File: src/rtl/instr_decode_stage_pkg.sv
// Shared types and opcode constants for the instruction decode stage.
// FP opcodes are decoded only when DECODE_FP_EN is defined; the constants exist either way.
package instr_decode_stage_pkg;

   typedef enum logic [2:0] {
      TypeR       = 3'd0,
      TypeI       = 3'd1,
      TypeS       = 3'd2,
      TypeB       = 3'd3,
      TypeU       = 3'd4,
      TypeJ       = 3'd5,
      TypeR4      = 3'd6,
      TypeUnknown = 3'd7
   } instr_type_e;

   localparam int unsigned TYPE_W = 3;

   localparam logic [6:0] OPC_OP       = 7'b0110011;
   localparam logic [6:0] OPC_OP_IMM   = 7'b0010011;
   localparam logic [6:0] OPC_LOAD     = 7'b0000011;
   localparam logic [6:0] OPC_JALR     = 7'b1100111;
   localparam logic [6:0] OPC_SYSTEM   = 7'b1110011;
   localparam logic [6:0] OPC_STORE    = 7'b0100011;
   localparam logic [6:0] OPC_BRANCH   = 7'b1100011;
   localparam logic [6:0] OPC_LUI      = 7'b0110111;
   localparam logic [6:0] OPC_AUIPC    = 7'b0010111;
   localparam logic [6:0] OPC_JAL      = 7'b1101111;
   localparam logic [6:0] OPC_LOAD_FP  = 7'b0000111;
   localparam logic [6:0] OPC_STORE_FP = 7'b0100111;
   localparam logic [6:0] OPC_OP_FP    = 7'b1010011;
   localparam logic [6:0] OPC_MADD     = 7'b1000011;
   localparam logic [6:0] OPC_MSUB     = 7'b1000111;
   localparam logic [6:0] OPC_NMSUB    = 7'b1001011;
   localparam logic [6:0] OPC_NMADD    = 7'b1001111;

   function automatic logic [2:0] popcount4(input logic [3:0] v);
      popcount4 = 3'(v[0]) + 3'(v[1]) + 3'(v[2]) + 3'(v[3]);
   endfunction

endpackage

File: src/rtl/instr_lane_decode.sv
// Combinational decode of one instruction lane: type, immediate and register fields.
// DECODE_FP_EN adds FP opcodes and the rs3 field.
module instr_lane_decode
   import instr_decode_stage_pkg::*;
(
   input  logic        i_present,
   input  logic [31:0] i_instr,
   output logic [2:0]  o_type,
   output logic [31:0] o_imm,
   output logic [4:0]  o_rd,
   output logic [4:0]  o_rs1,
   output logic [4:0]  o_rs2,
`ifdef DECODE_FP_EN
   output logic [4:0]  o_rs3,
`endif
   output logic        o_illegal
);

   instr_type_e w_type;
   logic [6:0]  w_opcode;

   assign w_opcode = i_instr[6:0];

   always_comb begin
      w_type = TypeUnknown;
      if (i_present && (i_instr[1:0] == 2'b11)) begin
         case (w_opcode)
            OPC_OP:                                     w_type = TypeR;
            OPC_OP_IMM, OPC_LOAD, OPC_JALR, OPC_SYSTEM: w_type = TypeI;
            OPC_STORE:                                  w_type = TypeS;
            OPC_BRANCH:                                 w_type = TypeB;
            OPC_LUI, OPC_AUIPC:                         w_type = TypeU;
            OPC_JAL:                                    w_type = TypeJ;
`ifdef DECODE_FP_EN
            OPC_LOAD_FP:                                w_type = TypeI;
            OPC_STORE_FP:                               w_type = TypeS;
            OPC_OP_FP:                                  w_type = TypeR;
            OPC_MADD, OPC_MSUB, OPC_NMSUB, OPC_NMADD:   w_type = TypeR4;
`endif
            default:                                    w_type = TypeUnknown;
         endcase
      end
   end

   always_comb begin
      o_imm = '0;
      case (w_type)
         TypeI: o_imm = {{20{i_instr[31]}}, i_instr[31:20]};
         TypeS: o_imm = {{20{i_instr[31]}}, i_instr[31:25], i_instr[11:7]};
         TypeB: o_imm = {{19{i_instr[31]}}, i_instr[31], i_instr[7], i_instr[30:25],
                         i_instr[11:8], 1'b0};
         TypeU: o_imm = {i_instr[31:12], 12'b0};
         TypeJ: o_imm = {{11{i_instr[31]}}, i_instr[31], i_instr[19:12], i_instr[20],
                         i_instr[30:21], 1'b0};
         default: o_imm = '0;
      endcase
   end

   // Register fields are raw bit slices; only an absent lane zeroes them.
   assign o_type    = w_type;
   assign o_rd      = i_present ? i_instr[11:7]  : 5'd0;
   assign o_rs1     = i_present ? i_instr[19:15] : 5'd0;
   assign o_rs2     = i_present ? i_instr[24:20] : 5'd0;
`ifdef DECODE_FP_EN
   assign o_rs3     = i_present ? i_instr[31:27] : 5'd0;
`endif
   assign o_illegal = i_present && (w_type == TypeUnknown);

endmodule

File: src/rtl/instr_decode_stage.sv
// Multi-lane decode stage: output register plus skid register, and a saturating illegal count.
// Defining DECODE_FP_EN enables FP opcode decode and the out_rs3 port.
module instr_decode_stage
   import instr_decode_stage_pkg::*;
#(
   parameter int unsigned LANES = 2,
   parameter int unsigned CNT_W = 16
) (
   input  logic                   clk,
   input  logic                   rst_n,
   input  logic                   in_valid,
   output logic                   in_ready,
   input  logic [LANES*32-1:0]    in_instr,
   input  logic [LANES-1:0]       in_mask,
   output logic                   out_valid,
   input  logic                   out_ready,
   output logic [LANES*TYPE_W-1:0] out_type,
   output logic [LANES*32-1:0]    out_imm,
   output logic [LANES*5-1:0]     out_rd,
   output logic [LANES*5-1:0]     out_rs1,
   output logic [LANES*5-1:0]     out_rs2,
`ifdef DECODE_FP_EN
   output logic [LANES*5-1:0]     out_rs3,
`endif
   output logic [LANES-1:0]       out_mask,
   output logic [LANES-1:0]       out_illegal,
   input  logic                   clr_cnt,
   output logic [CNT_W-1:0]       ill_cnt
);

`ifdef DECODE_FP_EN
   localparam int unsigned REG_N = 4;
`else
   localparam int unsigned REG_N = 3;
`endif
   localparam int unsigned PAY_W  = LANES * (32 + 5 * REG_N + 2);
   localparam int unsigned BEAT_W = LANES * TYPE_W + PAY_W;
   localparam logic [TYPE_W-1:0] TYPE_UNK = TypeUnknown;
   localparam logic [BEAT_W-1:0] BEAT_RST = {{LANES{TYPE_UNK}}, {PAY_W{1'b0}}};

   logic [LANES*TYPE_W-1:0] w_type;
   logic [LANES*32-1:0]     w_imm;
   logic [LANES*5-1:0]      w_rd;
   logic [LANES*5-1:0]      w_rs1;
   logic [LANES*5-1:0]      w_rs2;
`ifdef DECODE_FP_EN
   logic [LANES*5-1:0]      w_rs3;
`endif
   logic [LANES-1:0]        w_illegal;
   logic [BEAT_W-1:0]       w_beat;

   for (genvar l = 0; l < LANES; l++) begin : g_lane
      instr_lane_decode u_dec (
         .i_present (in_mask[l]),
         .i_instr   (in_instr[l*32 +: 32]),
         .o_type    (w_type[l*TYPE_W +: TYPE_W]),
         .o_imm     (w_imm[l*32 +: 32]),
         .o_rd      (w_rd[l*5 +: 5]),
         .o_rs1     (w_rs1[l*5 +: 5]),
         .o_rs2     (w_rs2[l*5 +: 5]),
`ifdef DECODE_FP_EN
         .o_rs3     (w_rs3[l*5 +: 5]),
`endif
         .o_illegal (w_illegal[l])
      );
   end

   assign w_beat = {w_type, w_imm, w_rd, w_rs1, w_rs2,
`ifdef DECODE_FP_EN
                    w_rs3,
`endif
                    in_mask, w_illegal};

   logic              r_out_valid;
   logic [BEAT_W-1:0] r_out_beat;
   logic              r_skid_valid;
   logic [BEAT_W-1:0] r_skid_beat;
   logic [CNT_W-1:0]  r_ill_cnt;

   logic              w_out_valid_d;
   logic [BEAT_W-1:0] w_out_beat_d;
   logic              w_skid_valid_d;
   logic [BEAT_W-1:0] w_skid_beat_d;
   logic [CNT_W-1:0]  w_ill_cnt_d;
   logic              w_accept;
   logic              w_out_free;
   logic [2:0]        w_ill_pop;
   logic [CNT_W:0]    w_cnt_sum;

   // in_ready comes straight from the skid flop, so it never sees out_ready combinationally.
   assign in_ready   = ~r_skid_valid;
   assign w_accept   = in_valid & in_ready;
   assign w_out_free = ~r_out_valid | out_ready;

   always_comb begin
      w_out_valid_d  = r_out_valid;
      w_out_beat_d   = r_out_beat;
      w_skid_valid_d = r_skid_valid;
      w_skid_beat_d  = r_skid_beat;
      if (w_out_free) begin
         if (r_skid_valid) begin
            w_out_valid_d  = 1'b1;
            w_out_beat_d   = r_skid_beat;
            w_skid_valid_d = 1'b0;
         end else begin
            w_out_valid_d = w_accept;
            if (w_accept) begin
               w_out_beat_d = w_beat;
            end
         end
      end else if (w_accept) begin
         w_skid_valid_d = 1'b1;
         w_skid_beat_d  = w_beat;
      end
   end

   assign w_ill_pop = popcount4(4'(w_illegal));
   assign w_cnt_sum = {1'b0, r_ill_cnt} + (CNT_W + 1)'(w_ill_pop);

   always_comb begin
      w_ill_cnt_d = r_ill_cnt;
      if (clr_cnt) begin
         w_ill_cnt_d = '0;
      end else if (w_accept) begin
         w_ill_cnt_d = w_cnt_sum[CNT_W] ? {CNT_W{1'b1}} : w_cnt_sum[CNT_W-1:0];
      end
   end

   always_ff @(posedge clk or negedge rst_n) begin
      if (!rst_n) begin
         r_out_valid  <= 1'b0;
         r_out_beat   <= BEAT_RST;
         r_skid_valid <= 1'b0;
         r_skid_beat  <= BEAT_RST;
         r_ill_cnt    <= '0;
      end else begin
         r_out_valid  <= w_out_valid_d;
         r_out_beat   <= w_out_beat_d;
         r_skid_valid <= w_skid_valid_d;
         r_skid_beat  <= w_skid_beat_d;
         r_ill_cnt    <= w_ill_cnt_d;
      end
   end

   assign out_valid = r_out_valid;
   assign ill_cnt   = r_ill_cnt;
   assign {out_type, out_imm, out_rd, out_rs1, out_rs2,
`ifdef DECODE_FP_EN
           out_rs3,
`endif
           out_mask, out_illegal} = r_out_beat;

endmodule

File: config.mk
export PLATFORM = sky130hd
export DESIGN_NAME = instr_decode_stage
export DESIGN_NICKNAME = d
export VERILOG_FILES = /design/src/rtl/instr_decode_stage_pkg.sv /design/src/rtl/instr_lane_decode.sv /design/src/rtl/instr_decode_stage.sv
export SDC_FILE = /design/constraint.sdc
export NUM_CORES = 1
export LEC_CHECK = 0
export ABC_CLOCK_PERIOD_IN_PS = 5000
export CAP_MARGIN = 10
export CORE_ASPECT_RATIO = 0.5
export CORE_UTILIZATION = 50
export DETAILED_ROUTE_END_ITERATION = 10
export GPL_TIMING_DRIVEN = 0
export PLACE_DENSITY = 0.77
export SYNTH_ARGS = -nofsm -noshare
export SYNTH_HDL_FRONTEND = slang
export SYNTH_SLANG_ARGS = --single-unit
File: constraint.sdc
create_clock -name clk -period 5 [get_ports clk]
set_input_delay 0.5 -clock clk [delete_from_list [all_inputs] [get_ports clk]]
set_output_delay 0.5 -clock clk [all_outputs]
set_load 0.005 [all_outputs]
# Word level (Yosys, flattened, before mapping)
# Cells that the tools add are included.
dict set report totals {
  reg_bits 226
}
dict set report classes {
  n_eq_ne 34
  n_reduce_logical 13
  addsub 2
  bitwise 5
  n_mux 20
}
# op n
set op_table {}
lappend op_table {{case mux 32 bit (5 select lines)} 2}
lappend op_table {{two-way mux 104 bit} 2}
lappend op_table {{equality test 7 bit (second input constant)} 8}
lappend op_table {{two-way mux 16 bit} 3}
lappend op_table {{equality test 7 x 6 -> 1 bit (second input constant)} 6}
lappend op_table {{case mux 3 bit (6 select lines)} 2}
lappend op_table {{two-way mux 5 bit} 6}
lappend op_table {{equality test 7 x 5 -> 1 bit (second input constant)} 4}
lappend op_table {{equality test 3 bit (second input constant)} 6}
lappend op_table {{adder 16 x 2 -> 17 bit} 1}
lappend op_table {{equality test 7 x 2 -> 1 bit (second input constant)} 2}
lappend op_table {{equality test 3 x 2 -> 1 bit (second input constant)} 4}
lappend op_table {{OR reduction 4 bit} 2}
lappend op_table {{equality test 3 x 1 -> 1 bit (second input constant)} 2}
lappend op_table {{two-way mux 3 bit} 2}
lappend op_table {{nonzero test 2 bit} 3}
lappend op_table {{equality test 2 bit (second input constant)} 2}
lappend op_table {{logical AND 1 bit} 4}
lappend op_table {{AND reduction 2 bit} 2}
lappend op_table {{OR reduction 2 bit} 2}
lappend op_table {{two-way mux 1 bit} 3}
lappend op_table {{inverter 1 bit} 3}
lappend op_table {{adder 1 x 1 -> 2 bit} 1}
lappend op_table {{AND 1 bit} 1}
lappend op_table {{bitwise OR 1 bit} 1}

# Longest topological paths before layout
# Gate-level depths: netlist of run 1.
dict set report logic_depth {
  depth_word 11
  mapped_depth 15
  ltp_nobuf 12
}

# By module
# Synthesis of run 1 repeated with hierarchy kept, for this count alone.
dict set report hier_totals {
  hier_cells 1004
  hier_area_um2 11126.9
}
# mod cells_each area_per_inst_um2 n_inst seq_area_each_um2
set by_module_without_submodules {}
lappend by_module_without_submodules {instr_decode_stage 782 9698.1 1 5670.4}
lappend by_module_without_submodules {instr_lane_decode 111 714.4 2 0.0}

# Least setup slack after synthesis of run 1
# OpenSTA, ideal clock, no wires.
dict set report synth_path {
  path_type {input to register}
  from {input port in_instr[6]}
  to {register r_ill_cnt[14] (netlist: ill_cnt[14])}
  slack_ps 1820
  arrival_ps 3051
  stages 14
  path_buffers 2
  path_cell_list {buf_2 > buf_2 > and3b_1 > o21a_1 > o21ai_0 > nand2_1 > fa_1 > inv_1 > ha_1 > and3_1 > nand3_1 > nor3_1 > nand4_1 > nor3b_1}
}
dict set report synth_via {
  elab_chain_len 11
  elab_cells_between_ends 21
  cone_classes {add/sub: 2; eq/ne: 11; mux: 5; reduce/logical: 3}
}
# element line_no
set synth_rtl {}
lappend synth_rtl {{start: declaration} instr_decode_stage.sv:13} ;# input logic [LANES*32-1:0] in_instr,
lappend synth_rtl {{equality test 7 x 5 -> 1 bit (tied with other cells)} instr_lane_decode.sv:27} ;# case (w_opcode)
lappend synth_rtl {{OR reduction 4 bit / OR reduction 2 bit (equally long branches)} instr_lane_decode.sv:27}
lappend synth_rtl {{case mux 3 bit (6 select lines) *} instr_lane_decode.sv:27}
lappend synth_rtl {{two-way mux 3 bit *} instr_lane_decode.sv:26} ;# if (i_present && (i_instr[1:0] == 2'b11)) begin
lappend synth_rtl {{equality test 3 bit *} instr_lane_decode.sv:67} ;# assign o_illegal = i_present && (w_type == TypeUnknown);
lappend synth_rtl {{logical AND 1 bit *} instr_lane_decode.sv:67}
lappend synth_rtl {{adder 1 x 1 -> 2 bit *} instr_decode_stage_pkg.sv:37} ;# popcount4 = 3'(v[0]) + 3'(v[1]) + 3'(v[2]) + 3'(v[3]);
lappend synth_rtl {{adder 16 x 2 -> 17 bit *} instr_decode_stage.sv:118} ;# assign w_cnt_sum = {1'b0, r_ill_cnt} + (CNT_W + 1)'(w_ill_pop);
lappend synth_rtl {{two-way mux 16 bit *} instr_decode_stage.sv:125} ;# w_ill_cnt_d = w_cnt_sum[CNT_W] ? {CNT_W{1'b1}} : w_cnt_sum[CNT_W-1:0];
lappend synth_rtl {{two-way mux 16 bit *} instr_decode_stage.sv:124} ;# end else if (w_accept) begin
lappend synth_rtl {{two-way mux 16 bit *} instr_decode_stage.sv:122} ;# if (clr_cnt) begin
lappend synth_rtl {{end signal: assignment} instr_decode_stage.sv:141} ;# r_ill_cnt <= w_ill_cnt_d;
lappend synth_rtl {{end: declaration} instr_decode_stage.sv:78} ;# logic [CNT_W-1:0] r_ill_cnt;
# Mark *: on every way between the ends. The rest lies on a longest branch, timed or not. The select of a mux whose other input is x is not followed.
# A chain may end at the register's enable or synchronous reset.

# Worst setup path after layout of run 1
dict set report layout_path {
  from {input port in_instr[2]}
  to {register r_ill_cnt[14] (netlist: ill_cnt[14])}
}
# Same word-level chain as after synthesis.

==> flow_summary.yaml, run 1 <==
clocking:
  clock_latency_ns: 0.52
  cts-htree-levels: 1
  numCtsBuffers: 20
  cts_setup_buffers: 0
  clk_pin_slew_worst_paths_ns: 0.07
  cts_resized: 0
  clk_path_buf_depth: 3
  cts_tree: "yes"
  ctsHoldBuffers: 0
  clock_sinks: 226
  cts_root_buf: "clkbuf_16"
synth:
  synth.yosys.seq_area_share_pct: 53.7
  synth_common_cells: "dfrtp_1, nand2_1, nor2_1, o21ai_0, a21oi_1"
  synth_seq_cells: 226
  synth_top_area_share_pct: 50.7
  ys.warnings.count: 0
  post-synth-top-count-cell: "dfrtp_1"
  synthesis.area_sq_um: 10600
  synth.avg_cell_area_sq_um: 9.16
  synth_flop_cell: "dfrtp_1"
  synth_edf_count: 0
  synth_cell_types: 65
  yosys.area.top_type: "dfrtp_1"
  synthCells: 1153
  synth_area_leaders: "dfrtp_1, nand2_1, o21ai_0, a21oi_1, nor2_1"
  async_flop_share_pct: 100
  syn_nets: 1226
global_routing:
  met2_usage_pct: 48.2
  grt_max_degree: 125
  grt_first_pass_wirelength_um: 54300
  antenna_found_initial: 1
  grt.busiest_layer: "met2"
  grt.overflow.total: 0
  grtUsageTotal_pct: 31.8
  use_met3_pct: 6.37
  grt_pass1_vias: 9671
  grt_use_met1_pct: 46.7
sta:
  fin_skew_ns: 0.0239
  finalCritPeriodShare_pct: 78.9
  finalWorstSetupSlack_ns: 1.06
  tightest_slew_ns: 0.990
  slew_violations: 0
  grt_setup_unrepaired: "false"
  max_freq_ghz: 0.254
  setup_viol: 0
  final.min_clock_period_ns: 3.94
  hold_ws_ns: 0.0498
  slew_headroom_pct: 33.5
  hold_violations: 0
detailed_routing:
  vias: 10100
  avgRoutedWirePerCell_um: 21.1
  firstDrtPassIters: 5
  drc: 0
  post_drt_via_cell_ratio: 6.13
  wirelength_um: 34800
  drt_iter0_drc: 1021
  antenna_left: 0
run:
  maxCapViolations: 0
placement:
  placed_cells: 1617
  gp_congestion: 0.928
  post-place-ws_ns: 0.645
  io_buffer_count: 190
  dpl.hpwl_um: 25000
min_path:
  hp-class: "in -> async"
setup_path:
  critPathLaunchType: "input port"
  rr_worst_depth: 6
  crit_arrival_ns: 4.36
  r2r_start: "r_skid_valid"
  cp-end-kind: "flop"
  critPathKind: "in -> reg"
  crit_end: "ill_cnt[14]"
  r2r_slack_ns: 2.28
  cp_max_fo: 10
  critical_path_required_ns: 5.41
  r2r-end: "r_out_beat[27]"
  setup.worst_path.start: "in_instr[2]"
floorplan:
  start_util_pct: 51.2
  rows: 37
  fp.dieH_um: 105
  core_sq_um: 20600
  fp.dieArea_sq_um: 21700
  die_x_um: 208
  io_pins: 193
final_layout:
  nets: 1439
  final_cells: 1653
  diodes: 0
  drive_above_1_share_pct: 7.10
  syn_to_final_growth_pct: 28.0
  final_util_pct: 65.5
run_status:
  status: "finished clean"
power:
  vdd.ir_drop.worst_uv: 272
  p_per_area_nw_per_um2: 352
  p_leak_uw: 0.00573
-- worst max-delay path, stage by stage --
cell	delay [ns]
clkdlybuf4s50_1	0.53
buf_2	0.26
nor2b_1	0.25
nor3_1	0.06
o21ai_0	0.48
nand2_1	0.28
fa_1	0.48
inv_1	0.10
ha_1	0.19
and3_1	0.27
nand3_1	0.23
nor3_1	0.40
a31oi_1	0.14
nor3b_1	0.19
-- layout make-up --
type | instances | area (sq um)
buffer | 91 | 400
clock buffer | 28 | 571
clock inverter | 8 | 106
fill | 1710 | 7130
inverter | 12 | 45.0
multi-input combinational | 824 | 4450
sequential | 226 | 5670
tap | 273 | 342
timing repair buffer | 191 | 1930
-- sequential cells by signal (all words and copies together) (netlist names) --
name	cells
ill_cnt	16
out_valid	1
r_out_beat	104
r_skid_beat	104
r_skid_valid	1
-- layer usage --
metal | vias to the layer above | share of wire [%]
met1 | 5037 | 43
met2 | 527 | 46
met5 | - | 0.046
met3 | 64 | 9.6
li1 | 4511 | -
met4 | 2 | 1.8
-- cell families after synthesis --
family                     Yosys count  synth area share (%)
AOI/OAI and AO/OA                  361                  21.5
muxes                                4                 0.379
and+or+nand+nor                    457                  19.9
buffers and inverters              103                  4.22
adders and majority gates            2                 0.308
DFF                                226                  53.7
-- metrics by stage --
| stage | power [uW] | area, sq um | TNS [ns] |
|---|---|---|---|
| 6_report | 4760 | 13500 | 0 |
| 5_1_grt | 4940 | 13500 | 0 |
| 4_1_cts | 4750 | 13500 | 0 |
| 3_5_place_dp | 3140 | 12800 | 0 |
| 3_3_place_gp | 3110 | 12800 | -1274.81 |
| 2_1_floorplan | 2600 | 10600 | 0 |
-- how the worst min path moves through the flow --
stage	startpoint	to	slack, ns	cells after the start
after global routing	rst_n	r_out_beat[49]	0.12	1
after global placement	r_skid_beat[77]	r_skid_beat[77]	0.45	2
after detailed placement	r_skid_beat[77]	r_skid_beat[77]	0.46	2
after floorplan	rst_n	ill_cnt[0]	0.20	0
final	rst_n	r_out_beat[49]	0.05	1
after CTS	rst_n	r_skid_beat[15]	0.14	1
-- where the power goes --
group / internal, uW / switching, uW
logic: 428 / 493
registers: 2070 / 141
clock network: 909 / 727
total: 3400 / 1360
-- placed cells by master, fill, tap and decap left out, types with 3 or more instances in the layout --
master / synthesis / layout
dfrtp_1: 214 / 214
clkdlybuf4s50_1: 0 / 189
nand2_1: 183 / 183
nor2_1: 124 / 124
o21ai_0: 114 / 114
a21oi_1: 94 / 94
clkbuf_1: 57 / 61
nor3_1: 43 / 43
and3_1: 34 / 34
a31oi_1: 32 / 32
buf_2: 26 / 26
nand3_1: 23 / 23
a211oi_1: 21 / 21
clkbuf_16: 0 / 20
inv_1: 12 / 12
a22o_1: 12 / 12
o21bai_1: 12 / 12
dfstp_2: 12 / 12
a211oi_2: 9 / 9
nor2b_1: 9 / 9
a221o_1: 8 / 8
a22oi_1: 7 / 7
o31ai_1: 7 / 7
a221oi_1: 7 / 7
o21ai_1: 6 / 6
and2_1: 5 / 5
o211ai_1: 4 / 4
and4_1: 4 / 4
nor4_1: 4 / 4
nand4_1: 4 / 4
and4b_1: 4 / 4
o21a_1: 4 / 4
mux2i_1: 4 / 4
nand2b_1: 4 / 4
buf_1: 4 / 4
clkbuf_8: 0 / 4
nor3b_1: 3 / 3
buf_6: 3 / 3
a222oi_1: 3 / 3
clkinv_2: 0 / 3
Power figures use the tool's default switching activity.
==> inputs of run 2 (changes only) <==
ABC_CLOCK_PERIOD_IN_PS = 4000   (was 5000)
clock period = 4 ns   (was 5 ns; I/O delays follow)
==> run 2 against run 1 <==
Against the previous run: the flow now finishes with violations (negative hold slack); routed wire length is essentially flat; hold slack worse by 0.10 ns; final cell count stayed put; sequential share of layout area is essentially flat; non-clock buffer count did not move; final area is essentially flat; utilization about the same; critical path type unchanged; highest routed layer unchanged.
==> flow_summary.yaml, run 2 (synthesis results as in run 1) <==
run_status:
  status: "complete, but fails checks"
  violations: "negative hold slack"
setup_path:
  crit_path_frequent_cell: "clkbuf_1"
  crit_chain: "clkdlybuf4s50_1, clkbuf_1, clkbuf_1, nand2_1, fa_1, inv_1, ha_1, and3_1, nand3_1, nor3_1, a31oi_1, nor3b_1"
  setup.worst_path.start: "in_mask[0]"
  r2r_slack_ns: 1.32
  critical_path_required_ns: 4.41
  critPathKind: "in -> reg"
  cp-end-kind: "flop"
  slowest_delay_ns: 0.58
  cp_num_cells: 12
  crit_end: "ill_cnt[14]"
  critPathLaunchType: "input port"
  cp_slowest_cell: "clkdlybuf4s50_1"
  r2r_start: "r_skid_valid"
  cp_max_fo: 10
  r2r-end: "r_out_beat[27]"
  worst-path-buf-inv: 4
  critical-path-top-delay-family: "buffers and inverters"
  crit_arrival_ns: 4.11
  rr_worst_depth: 6
global_routing:
  grt_pass1_vias: 9671
  grtUsageTotal_pct: 31.8
  grt_max_degree: 125
  grt_first_pass_wirelength_um: 54300
  grt.overflow.total: 0
  antenna_found_initial: 1
clocking:
  cts_root_buf: "clkbuf_16"
  ctsHoldBuffers: 0
  clock_sinks: 226
  clk_pin_slew_worst_paths_ns: 0.07
  numCtsBuffers: 20
  cts_setup_buffers: 0
  cts_tree: "yes"
  clock_latency_ns: 0.52
  clk_path_buf_depth: 3
  cts-htree-levels: 1
sta:
  fin_skew_ns: 0.0249
  hold_violations: 14
  max_freq_ghz: 0.270
  setup_viol: 0
  slew_violations: 0
  timing.setup.tns_ns: 0
  hold_ws_ns: -0.0508
  slew_headroom_pct: 35.8
  tightest_slew_ns: 0.956
  finalCritPeriodShare_pct: 92.5
  final.min_clock_period_ns: 3.70
  grt_setup_unrepaired: "false"
placement:
  placed_cells: 1617
  dpl.hpwl_um: 25000
  gp_congestion: 0.928
  io_buffer_count: 190
final_layout:
  nFillCells: 1709
  syn_to_final_growth_pct: 28.0
  diodes: 0
  final_cell_mix: "dfrtp_1, clkdlybuf4s50_1, nand2_1, nor2_1, o21ai_0"
  nets: 1439
  drive_above_1_share_pct: 7.17
  final_cells: 1653
  final_util_pct: 65.5
  final_common_cell: "dfrtp_1"
power:
  power_uw: 5960
  p_per_area_nw_per_um2: 441
  p_leak_uw: 0.00573
  vdd.ir_drop.worst_uv: 342
min_path:
  hp-class: "in -> async"
floorplan:
  core_sq_um: 20600
  rows: 37
  fp.dieH_um: 105
  io_pins: 193
  start_util_pct: 51.2
  die_x_um: 208
  fp.dieArea_sq_um: 21700
detailed_routing:
  firstDrtPassIters: 5
  vias: 10100
  drt-met1-wl_um: 15100
  maxUsedRoutingLayer: "met5"
  antenna_left: 0
  wirelength_um: 34800
  post_drt_via_cell_ratio: 6.13
  avgRoutedWirePerCell_um: 21.1
  drt_iter0_drc: 1026
  drc: 0
  met3_length_um: 3260
  route.met2.wl_um: 15900
run:
  maxCapViolations: 0
-- run 2: routing by layer --
layer	global-route usage [%]	vias up
met3	6.37	64
met1	46.7	5029
li1	-	4513
met4	7.89	2
met5	0	-
met2	48.2	520
-- run 2: worst min-delay path by stage --
stage / to / slack (ns) / cells after the start
after floorplan: ill_cnt[0] / 0.10 / 0
after global placement: r_skid_beat[77] / 0.45 / 2
after detailed placement: r_skid_beat[77] / 0.46 / 2
after CTS: r_skid_beat[15] / 0.04 / 1
after global routing: r_out_beat[49] / 0.02 / 1
final: r_out_beat[49] / -0.05 / 1
-- run 2: where the power goes --
group	switching [uW]	total, uW	leakage [uW]	internal [uW]
Combinational	616	1150	0.00249	535
Clock	910	2050	0.000327	1140
Sequential	177	2760	0.00291	2580
-- run 2: worst reg2reg max path: cells and delay by family (launching register included) --
kind	cells	cell delay (ns)
flops	1	0.36
buf+inv	3	1.29
simple gates	1	0.09
compound gates	2	0.86
-- run 2: area by class of cell --
cell class,instances,area [sq um],share of cell area [%]
tap,273,342,2.53
timing repair buffer,191,1930,14.3
clock inverter,8,106,0.787
multi-input combinational,824,4450,32.9
inverter,12,45.0,0.333
clock buffer,28,571,4.22
sequential,226,5670,42.0
buffer,91,402,2.97
-- run 2: timing repair --
| item | in CTS | in global routing |
|---|---|---|
| hold endpoints to repair | 0 | 0 |
| setup endpoints to repair | 0 | 2 |
| resized for setup | 0 | 3 |
-- run 2: through the flow --
| stage | cell area [sq um] | worst slack [ns] |
|---|---|---|
| after floorplan | 10600 | 0.920 |
| after global placement | 12800 | -6.72 |
| after detailed placement | 12800 | -0.255 |
| after CTS | 13500 | 0.233 |
| after global routing | 13500 | 0.00455 |
| final | 13500 | 0.300 |
==> inputs of run 3 (changes only) <==
ABC_AREA = 1   (was not set)
PLACE_DENSITY = 0.76   (was 0.77)
==> run 3 against run 2 <==
Against the previous run: the run now ends clean; critical path depth is 13 higher; worst setup slack worse by 0.0011 ns; power decreased by 2.6%; maximum frequency about the same; global-route usage decreased by 0.74 points; final cell count is 20% higher; final area increased by 4.8%; non-clock buffer count fell by 4; hold slack improved by 0.29 ns; largest power group unchanged; critical path type unchanged; die area up 5.5%.
==> flow_summary.yaml, run 3 <==
detailed_routing:
  vias: 11000
  firstDrtPassIters: 5
  wirelength_um: 34800
  avgRoutedWirePerCell_um: 17.5
  drt_iter0_drc: 1069
  drc: 0
  antenna_left: 0
  post_drt_via_cell_ratio: 5.54
final_layout:
  multi_input_area_sq_um: 4700
  nFillCells: 1906
  syn_to_final_growth_pct: 27.0
  final_common_cell: "nand2_1"
  final_util_pct: 65.1
  nets: 1744
  drive_above_1_share_pct: 8.31
  final_cell_mix: "nand2_1, dfrtp_1, clkdlybuf4s50_1, nor2_1, o21ai_0"
  diodes: 0
  final_cells: 1984
  regArea_sq_um: 5670
setup_path:
  critPathLaunchType: "input port"
  crit_arrival_ns: 4.11
  critical-path-top-delay-family: "simple AND/OR/NAND/NOR gates"
  critPathKind: "in -> reg"
  critical_path_required_ns: 4.41
  r2r_start: "ill_cnt[0]"
  rr_worst_depth: 15
  crit_path_frequent_cell: "nand3_2"
  cp_slowest_cell: "clkdlybuf4s50_1"
  r2r-end: "ill_cnt[2]"
  slowest_delay_ns: 0.51
  cp-end-kind: "flop"
  r2r_slack_ns: 1.47
  worst-path-buf-inv: 9
  cp_max_fo: 10
sta:
  hold_violations: 0
  tightest_slew_ns: 0.783
  fin_skew_ns: 0.0134
  setup_viol: 0
  max_freq_ghz: 0.270
  grt_setup_unrepaired: "false"
  finalCritPeriodShare_pct: 92.5
  hold_ws_ns: 0.241
  slew_headroom_pct: 47.8
  slew_violations: 0
  final.min_clock_period_ns: 3.70
clocking:
  clk_path_buf_depth: 3
  clock_latency_ns: 0.51
  clk_pin_slew_worst_paths_ns: 0.07
  numCtsBuffers: 21
  cts_root_buf: "clkbuf_16"
  cts-htree-levels: 1
  cts_tree: "yes"
  clock_sinks: 226
synth:
  synth_common_cells: "nand2_1, dfrtp_1, nor2_1, o21ai_0"
  synth_area_leaders: "dfrtp_1, nand2_1, o21ai_0, nor2_1, a21oi_1"
  synth_top_area_share_pct: 48.0
  ys.warnings.count: 0
  synth.yosys.seq_area_share_pct: 50.8
  synth_seq_cells: 226
  synth_edf_count: 0
  async_flop_share_pct: 100
  yosys.area.top_type: "dfrtp_1"
  synthesis.area_sq_um: 11200
  post-synth-top-count-cell: "nand2_1"
  synthCells: 1453
  syn_nets: 1526
  synth_flop_cell: "dfrtp_1"
  synth_cell_types: 37
  synth.avg_cell_area_sq_um: 7.68
power:
  vdd.ir_drop.worst_uv: 199
  power_uw: 5800
  p_leak_uw: 0.00692
  p_per_area_nw_per_um2: 409
global_routing:
  grt.overflow.total: 0
  grt_max_degree: 83
  grtUsageTotal_pct: 31.0
  grt_pass1_vias: 10600
  antenna_found_initial: 0
  grt_first_pass_wirelength_um: 55300
floorplan:
  rows: 38
  fp.dieH_um: 108
  core_sq_um: 21800
  io_pins: 193
  start_util_pct: 51.2
  die_x_um: 213
  fp.dieArea_sq_um: 22900
placement:
  placed_cells: 1945
  dpl.hpwl_um: 25900
  io_buffer_count: 190
  gp_congestion: 0.958
run:
  maxCapViolations: 0
min_path:
  hp-class: "in -> reg"
  hp-start: "in_mask[1]"
  hold-path-endpoint: "r_skid_beat[3]"
  min_path_cells: 3
run_status:
  status: "finished clean"
-- run 3: cell types whose count changed after synthesis, moves of 21 or more --
cell / previous run / this run
a211oi_1: 21 / 0
and3_1: 34 / 0
inv_1: 12 / 91
inv_2: 0 / 21
nand2_1: 183 / 455
nand3_1: 23 / 52
nor2_1: 124 / 158
nor3_1: 43 / 6
o21ai_0: 114 / 137
o21ai_1: 6 / 28
-- run 3: how the worst max path moves through the flow --
stage | startpoint | endpoint | slack (ns) | cells after the start
global route | in_instr[5] | ill_cnt[1] | 0.05 | 24
detailed placement | in_instr[3] | ill_cnt[2] | -0.45 | 25
floorplan | in_instr[0] | ill_cnt[1] | 0.90 | 23
CTS | in_instr[3] | ill_cnt[2] | 0.05 | 25
finish | in_instr[4] | ill_cnt[2] | 0.30 | 25
global placement | rst_n | ill_cnt[14] | -6.77 | 1
-- run 3: cell type report --
class	instances	share of cell area, %
buffer	83	2.60
clock buffer	31	4.04
clock inverter	5	0.380
inverter	115	3.05
multi-input combinational	1029	33.2
sequential	226	40.0
tap	300	2.65
timing repair buffer	195	14.1
-- run 3: repair_timing --
action | CTS | global route
setup buffers | 0 | 2
endpoints found under the setup margin | 0 | 16
gates resized for setup | 0 | 7
hold endpoints to repair | 54 | 0
hold buffers | 1 | 0
-- run 3: metrics by stage --
stage / TNS, ns / setup WS [ns] / instance area [sq um]
finish: 0 / 0.299 / 14200
global route: 0 / 0.0482 / 14200
global placement: -1493.02 / -6.77 / 13400
floorplan: 0 / 0.896 / 11200
detailed placement: -5.68 / -0.451 / 13500
CTS: 0 / 0.0453 / 14100
-- run 3: routing by layer --
layer	wire (um)	part of all wire (%)	up-vias	GRT usage (%)
met4	962	2.8	0	9.85
met5	0	0	-	0
met2	15800	45	510	48.9
met3	3150	9.1	73	6.16
met1	14900	43	5324	43.3
li1	-	-	5076	-
-- run 3: cells by family after synthesis --
kind of cell,count (synthesis),synth area share (%)
and+or+nand+nor,737,28.1
xor gates and xnor gates,3,0.236
adders and majority gates,2,0.292
DFF,226,50.8
buffers and inverters,198,7.17
AOI/OAI and AO/OA,287,13.4
-- run 3: report_power, final --
group / internal [uW] / switching, uW
clock: 1060 / 858
sequential: 2570 / 162
combinational: 535 / 613
-- run 3: worst min-delay path, cell delays in order --
cell and delay [ns]:
buf_4 0.15, inv_2 0.07, o21ai_0 0.08
